$ cat config.mk
export PLATFORM = sky130hd
export DESIGN_NAME = gpio_iobank
export DESIGN_NICKNAME = d
export VERILOG_FILES = /design/src/rtl/gpio_iobank.sv
export SDC_FILE = /design/constraint.sdc
export NUM_CORES = 1
export LEC_CHECK = 0
export CAP_MARGIN = 20
export CORE_ASPECT_RATIO = 1.1
export CORE_MARGIN = 4
export CORE_UTILIZATION = 50
export CTS_CLUSTER_DIAMETER = 60
export DETAILED_ROUTE_END_ITERATION = 7
export PLACE_DENSITY = 0.79
export RECOVER_POWER = 100
export SLEW_MARGIN = 20
export SYNTH_ARGS = -nofsm -noshare
export SYNTH_HDL_FRONTEND = slang
export SYNTH_SLANG_ARGS = --single-unit
$ cat constraint.sdc
create_clock -name clk -period 1.9 [get_ports clk]
set_clock_uncertainty 0.1 [all_clocks]
set_input_delay 0.38 -clock clk [delete_from_list [all_inputs] [get_ports clk]]
set_output_delay 0.38 -clock clk [all_outputs]
set_load 0.02 [all_outputs]
$ cat src/rtl/gpio_iobank.sv
// gpio_iobank: register-mapped bank of tristate pads with input synchronizers,
// edge detection, sticky W1C status and a level interrupt.
// Ports: clk, rst (sync, active-high), wr_en/addr/wr_data register write,
//        rd_data combinational read, io pads, in_sync/rise/fall, irq.
module gpio_iobank #(
    parameter int                 WIDTH       = 8,
    parameter int                 SYNC_STAGES = 2,
    parameter logic [WIDTH-1:0]   PULLUP_MASK = '1
) (
    input  logic             clk,
    input  logic             rst,
    input  logic             wr_en,
    input  logic [2:0]       addr,
    input  logic [WIDTH-1:0] wr_data,
    output logic [WIDTH-1:0] rd_data,
    inout  wire  [WIDTH-1:0] io,
    output logic [WIDTH-1:0] in_sync,
    output logic [WIDTH-1:0] rise,
    output logic [WIDTH-1:0] fall,
    output logic             irq
);

    localparam logic [2:0] WARM = 3'(SYNC_STAGES + 1);

    logic [WIDTH-1:0] out_q;
    logic [WIDTH-1:0] oe_q;
    logic [WIDTH-1:0] od_q;
    logic [WIDTH-1:0] ien_q;
    logic [WIDTH-1:0] status_q;
    logic [WIDTH-1:0] prev_q;
    logic [WIDTH-1:0] sync_q [SYNC_STAGES];
    logic [2:0]       warm_q;

    logic [WIDTH-1:0] drv_en;
    logic [WIDTH-1:0] drv_val;
    logic [WIDTH-1:0] rise_nx;
    logic [WIDTH-1:0] fall_nx;
    logic [WIDTH-1:0] clr;
    logic             armed;

    // Open-drain channels only ever pull low; a high OUT releases the pad.
    assign drv_en  = oe_q & (~od_q | ~out_q);
    assign drv_val = out_q & ~od_q;

    for (genvar gi = 0; gi < WIDTH; gi++) begin : g_pad
        assign io[gi] = drv_en[gi] ? drv_val[gi] : 1'bz;
        if (PULLUP_MASK[gi]) begin : g_pu
            pullup (io[gi]);
        end
    end

    assign in_sync = sync_q[SYNC_STAGES-1];
    assign armed   = (warm_q == 3'd0);
    assign rise_nx = armed ? (in_sync & ~prev_q) : '0;
    assign fall_nx = armed ? (~in_sync & prev_q) : '0;
    assign clr     = (wr_en && addr == 3'd4) ? wr_data : '0;
    assign irq     = |(status_q & ien_q);

    always_ff @(posedge clk) begin
        if (rst) begin
            out_q    <= '0;
            oe_q     <= '0;
            od_q     <= '0;
            ien_q    <= '0;
            status_q <= '0;
            prev_q   <= '0;
            rise     <= '0;
            fall     <= '0;
            warm_q   <= WARM;
            for (int s = 0; s < SYNC_STAGES; s++) begin
                sync_q[s] <= '0;
            end
        end else begin
            sync_q[0] <= io;
            for (int s = 1; s < SYNC_STAGES; s++) begin
                sync_q[s] <= sync_q[s-1];
            end
            prev_q <= in_sync;
            rise   <= rise_nx;
            fall   <= fall_nx;
            if (!armed) begin
                warm_q <= warm_q - 3'd1;
            end
            // A new edge wins over a coincident clear.
            status_q <= (status_q & ~clr) | rise_nx | fall_nx;
            if (wr_en) begin
                case (addr)
                    3'd0:    out_q <= wr_data;
                    3'd1:    oe_q  <= wr_data;
                    3'd2:    od_q  <= wr_data;
                    3'd3:    ien_q <= wr_data;
                    default: ;
                endcase
            end
        end
    end

    always_comb begin
        rd_data = '0;
        case (addr)
            3'd0:    rd_data = out_q;
            3'd1:    rd_data = oe_q;
            3'd2:    rd_data = od_q;
            3'd3:    rd_data = ien_q;
            3'd4:    rd_data = status_q;
            3'd5:    rd_data = in_sync;
            default: rd_data = '0;
        endcase
    end

endmodule

==> key figures, run 1 <==
STA
  – Setup TNS after final layout: 0 ns
  – Final setup vio count: 0
  – Least-Margin Pin Slew: 0.609 ns
  – Max Fclk: 0.528 GHz
  – Hold WS: 0.352 ns
  – RSZ-0062 raised after global routing: yes
  – Hold Vio Cnt, Final: 0
  – Slew headroom: 59.4%
  – Pins over their slew limit: 0
  – Final period util: 99.6%
  – Crit path time final: 1.89 ns

Drt
  – First DRT Iteration DRCs: 118
  – Post-Route WL: 5830 um
  – DRC Markers: 0
  – Wire length per cell: 16.0 um
  – Post-route ant nets: 0
  – Vias: 2017
  – DRT Pass-1 Iters: 5
  – Vias per inst: 5.53

Setup path
  – CP Cell Sequence: clkdlybuf4s15_2 -> buf_6 -> buf_4 -> mux2i_1 -> o221ai_2 -> buf_2
  – CP arrival: 1.41 ns
  – Max FO, Critical Path: 7
  – Slowest cell on the critical path: mux2i_1
  – Crit start category: input pin
  – Setup CP Type: input pin to output pin
  – Crit. End Element: output pin
  – Max stage delay on crit path: 0.26 ns
  – Worst EP required: 1.42 ns

CTS
  – Worst-path clk slew: 0.09 ns
  – Clock Path Buffers: 2
  – Cts hold-fix bufs: 0
  – CTS buffer count: 5
  – Clk_lat worst skew: 0.30 ns
  – Htree depth: 2
  – Sink Count: 48
  – Root Buffer: clkbuf_8
  – TritonCTS clock tree: done

Power and ir drop
  – Worst IR Drop VDD: 0.000557 V
  – Pwr Density: 708 nW/um^2
  – Total chip power: 2.13 mW
  – Leakage: 1.28 nW

Synth
  – Post-Syn Instances: 270
  – Sequential area share after synthesis: 38.7%
  – Synth warnings: 8
  – Ys flop type: dfxtp_1
  – Ys async rst share: 0%
  – Mapped cell area: 2480 sq um
  – Netlist cell types: 33
  – Syn Area/Cell: 9.18 sq um
  – EDFF count, synth: 0
  – Post-synthesis register bit count: 48

Floorplan
  – CORE AREA: 4720 sq um
  – Ports: 55
  – Die H: 81.9 um
  – Row count: 26
  – Starting Density: 52.6%
  – Die W: 75.2 um
  – Die area: 6150 sq um

Cells and area
  – Antenna diode count: 0
  – Nets: 324
  – Share of layout cells above drive strength 1: 20.1%
  – P&R area growth vs syn: 21.5%

GRT
  – Largest net degree at the start of global routing: 31
  – Initial antenna violation count: 0
  – Total GRT Usage: 19.4%
  – Grt total ovfl: 0
  – First-pass GRT wire length: 9080 um
  – Number of global-route vias before repair: 1887

Placed design
  – Port Buffers: 46
  – Dpl hpwl: 3890 um
  – Gpl congestion: 0.866

Min path
  – Worst hold-check path type: register to register

Status
  – Outcome: finished, final reports clean

Run
  – Max_cap viols: 0
## synthesized netlist by cell type (3+ instances only)
cell	count	share of area, %
a21oi_1	17	3.4
buf_2	3	0.61
inv_1	4	0.61
a22oi_1	4	1.2
or3_1	3	0.76
and4bb_2	3	1.5
nand3b_1	5	1.5
dfxtp_1	48	39
nand2b_1	4	1.0
nor2_1	18	2.7
a31o_2	8	2.8
o21a_1	5	1.5
mux2i_1	35	14
clkbuf_1	4	0.61
o221ai_1	8	2.8
buf_6	3	1.4
nand2_1	41	6.2
buf_4	37	11
## logic make-up (layout without fill, tap and decap cells)
group                    Yosys count  count (layout)  share of synthesized area [%]
multiplexers                      35              35                           14.1
adder cells (fa/ha/maj)            2               2                           1.01
AND/OR/NAND/NOR                   87              87                           18.7
buffers and inverters             52              84                           14.5
XOR/XNOR                           2               2                          0.706
flip-flops                        48              48                           38.7
other                              1               8                          0.151
AO/OA/AOI/OAI                     43              43                           12.0
## path summary, 6_finish.rpt
| check | cells past startpoint | start | to | slack [ns] |
|---|---|---|---|---|
| min | 1 | sync_q[0][6] | sync_q[0][14] | 0.35 |
| max reg2reg | 5 | warm_q[0] | status_q[3] | 0.38 |
| max | 6 | addr[0] | rd_data[6] | 0.007 |
| min reg2reg | 1 | sync_q[0][6] | sync_q[0][14] | 0.35 |
## routing by layer
layer | track usage (%) | share of wire, % | vias to the layer above
met3 | 5.39 | 6.6 | 15
met5 | 0 | 0 | -
li1 | - | - | 972
met4 | 6.99 | 2.4 | 0
met2 | 33.1 | 49 | 70
met1 | 23.0 | 42 | 960
## flip-flops by register name, summed over array words and instances (netlist names)
| name | count |
|---|---|
| oe_q | 8 |
| od_q | 8 |
| sync_q | 2 |
| fall | 1 |
| warm_q | 3 |
| ien_q | 8 |
| prev_q | 1 |
| status_q | 8 |
| rise | 1 |
| out_q | 8 |
## power by group
part	internal [mW]	total [mW]	switching, mW
Clock	0.389	0.726	0.336
Combinational	0.152	0.337	0.185
Sequential	1.04	1.07	0.0260
## cell type report
cell class / count / area (sq um)
clock buffer: 5 / 68.8
clock inverter: 3 / 42.5
fill: 390 / 1700
inverter: 4 / 15.0
multi-input combinational: 177 / 1230
sequential: 48 / 961
tap: 56 / 70.1
timing repair buffer: 72 / 623
## timing repair
action,in CTS,in global routing
gates resized for setup,76,20
gates cloned,3,0
setup buffers,2,0
pin swaps,2,1
endpoints found under the setup margin,17,24
## per-stage QoR
stage	setup slack (ns)	cell area [sq um]	cells	util (%)
2_1_floorplan	0.125	2510	277	-
3_5_place_dp	-0.723	2890	352	61.2
4_1_cts	-0.0228	3070	365	65.0
5_1_grt	-0.0386	3010	365	63.9
6_report	0.00665	3010	365	63.9
3_3_place_gp	-0.711	2890	352	61.2
## placed cells by master (no fill, tap or decap), types with 9 or more instances in the layout
cell type / netlist / final
a21oi_1: 17 / 17
buf_4: 37 / 17
clkbuf_1: 4 / 11
clkdlybuf4s50_1: 0 / 10
dfxtp_1: 48 / 48
dlygate4sd2_1: 0 / 9
mux2i_1: 35 / 32
nand2_1: 41 / 41
nor2_1: 18 / 18
## worst max-delay path, delay by kind of cell
| kind | cells | cell delay (ns) |
|---|---|---|
| compound gates | 1 | 0.13 |
| buf+inv | 4 | 0.63 |
| mux | 1 | 0.26 |
Power figures use the tool's default switching activity.
==> run 2: changes to the inputs <==
- CTS_CLUSTER_DIAMETER: 60 -> 50
==> results of run 2 <==
The final DEF is identical to that of run 1; final timing and power are the same.
==> run 3: changes to the inputs <==
- CORE_UTILIZATION: 50 -> 40
- PLACE_DENSITY: 0.79 -> 0.66
==> run 3 against run 2 <==
  * Sequential power hardly changed
  * Combinational power rose by 6.8%
  * Flip-flop and latch count unchanged
==> key figures, run 3 (synthesis results as in run 1) <==
Status
  – Outcome: finished, final reports clean

STA
  – Max Fclk: 0.532 GHz (+0.66%)
  – Least-Margin Pin Slew: 0.542 ns (-0.0662 ns)
  – Hold Vio Cnt, Final: 0 (unchanged)
  – Final setup vio count: 0 (unchanged)
  – Crit path time final: 1.88 ns (-0.0124 ns)
  – Final period util: 99.0% (-0.66 points)
  – Final WS setup: 0.0191 ns (+0.0124 ns)
  – Pins over their slew limit: 0 (unchanged)
  – Setup TNS after final layout: 0 ns (unchanged)
  – Slew headroom: 63.6% (+4.2 points)

CTS
  – CTS buffer count: 5 (unchanged)
  – Sink Count: 48 (unchanged)
  – TritonCTS clock tree: done
  – Root Buffer: clkbuf_8
  – Clock Path Buffers: 2 (unchanged)
  – Worst-path clk slew: 0.08 ns (about the same)
  – Htree depth: 2 (unchanged)
  – Clk_lat worst skew: 0.30 ns (about the same)

GRT
  – Number of global-route vias before repair: 1872 (-0.79%)
  – First-pass GRT wire length: 9800 um (+8.0%)
  – Grt total ovfl: 0 (unchanged)
  – Initial antenna violation count: 0 (unchanged)
  – Total GRT Usage: 16.2% (-3.1 points)
  – Largest net degree at the start of global routing: 29 (-6.5%)

Floorplan
  – Ports: 55 (unchanged)
  – Die area: 7520 sq um (+22%)
  – Die H: 90.6 um (+11%)
  – Row count: 29 (+12%)
  – Die W: 83.1 um (+11%)
  – Starting Density: 42.2% (-10 points)
  – CORE AREA: 5880 sq um (+25%)

Setup path
  – WP depth: 5 (-1)
  – Crit. End Element: output pin
  – CP arrival: 1.40 ns (about the same)
  – Worst r2r src: sync_q[0][14]
  – CP Cell Sequence: buf_2 -> bufbuf_16 -> or3_4 -> o221ai_2 -> buf_4
  – Register-to-register setup slack: 0.32 ns (-0.06 ns)
  – Worst EP required: 1.42 ns (about the same)
  – Setup CP Type: input pin to output pin
  – FF-to-FF path depth: 5 (unchanged)
  – Slowest cell on the critical path: or3_4
  – Top cell family by delay on the critical path: buffers and inverters
  – WP buf/inv: 3 (-1)
  – Max stage delay on crit path: 0.38 ns (+0.12 ns)
  – FF-to-FF End: status_q[7]
  – Setup crit end: rd_data[7]
  – Crit start category: input pin
  – Max FO, Critical Path: 11 (+4)
  – CP startpoint: addr[2]

Cells and area
  – Finished Layout Cells: 384 (+5.2%)
  – Commonest non-fill, non-tap cell in the layout: dfxtp_1
  – Most frequent cells in the layout: dfxtp_1 (48), nand2_1 (41), mux2i_1 (34), buf_4 (23), nor2_1 (18)
  – Final Util: 53.9% (-9.9 points)
  – P&R area growth vs syn: 27.9%
  – Share of layout cells above drive strength 1: 22.5% (+2.4 points)
  – Antenna diode count: 0 (unchanged)
  – Final Cell Area: 3170 sq um (+5.2%)
  – Fillers: 559 (+43%)
  – Nets: 323 (-0.31%)

Drt
  – First DRT Iteration DRCs: 116 (-1.7%)
  – DRT Pass-1 Iters: 4 (-1)
  – Post-Route WL: 6070 um (+4.2%)
  – Vias: 2013 (-0.20%)
  – DRC Markers: 0 (unchanged)
  – Vias per inst: 5.24 (-5.1%)
  – Post-route ant nets: 0 (unchanged)
  – Wire length per cell: 15.8 um (-0.95%)

Run
  – Max_cap viols: 0 (unchanged)

Power and ir drop
  – Leakage: 1.43 nW (+12%)
  – Pwr Density: 630 nW/um^2 (-11%)
  – Worst IR Drop VDD: 0.000331 V (-41%)

Placed design
  – DP Worst Slack: -0.842 ns (-0.119 ns)
  – Gpl congestion: 0.867 (+0.21%)
  – Post-Place Cells: 371 (+5.4%)
  – Port Buffers: 46 (unchanged)
  – Dpl hpwl: 4160 um (+6.9%)
  – Dpl cell area: 2920 sq um (+1.3%)

Min path
  – Worst hold-check path type: register to register
-- run 3: worst min path at each step --
stage | endpoint | from | slack (ns) | cells after the start
finish | sync_q[0][14] | sync_q[0][6] | 0.35 | 1
global route | sync_q[0][14] | sync_q[0][6] | 0.38 | 1
CTS | sync_q[0][14] | sync_q[0][6] | 0.35 | 1
detailed placement | sync_q[0][14] | sync_q[0][6] | 0.33 | 1
global placement | sync_q[0][14] | sync_q[0][6] | 0.32 | 1
floorplan | sync_q[0][14] | sync_q[0][6] | 0.31 | 1
-- run 3: area by class of cell --
type                    instances  area (sq um)  area share [%]
multi-input cells             177          1260            39.8
flip-flops and latches         48           961            30.3
repair buffers                 71           758            23.9
well taps                      77          96.3            3.04
clock buffers                   6          72.6            2.29
inverters                       4          15.0           0.474
clock inverters                 1          5.00           0.158
-- run 3: per-stage QoR --
stage	power (mW)	hold WS, ns
finish	2.00	0.352
floorplan	1.31	0.314
detailed placement	1.42	0.334
global placement	1.42	0.321
CTS	2.01	0.353
global route	2.10	0.383
-- run 3: repair_timing --
| action | 4_1_cts | 5_1_grt |
|---|---|---|
| buffers inserted | 3 | 0 |
| hold buffers | 0 | 0 |
| gates cloned | 3 | 0 |
| pin swaps | 2 | 2 |
| resized for setup | 76 | 22 |
| endpoints found under the setup margin | 17 | 21 |
-- run 3: metal layers --
layer,up-vias,GRT usage (%),wire length [um]
met4,0,6.68,168
met2,73,26.3,2890
met3,14,4.20,419
met1,952,20.4,2590
li1,974,-,-
met5,-,0,0
-- run 3: worst register-to-register path: cells and delay by family, from the launching register on --
family | cells | cell delay, ns
and+or+nand+nor | 1 | 0.47
xor gates and xnor gates | 1 | 0.13
buffers and inverters | 2 | 0.32
DFF | 1 | 0.34
AOI/OAI and AO/OA | 1 | 0.18
-- run 3: power by group --
group          switching (mW)  internal [mW]  total, mW
combinational           0.188          0.172      0.360
sequential             0.0255           1.04       1.07
clock                   0.318          0.251      0.569
total                   0.532           1.47       2.00
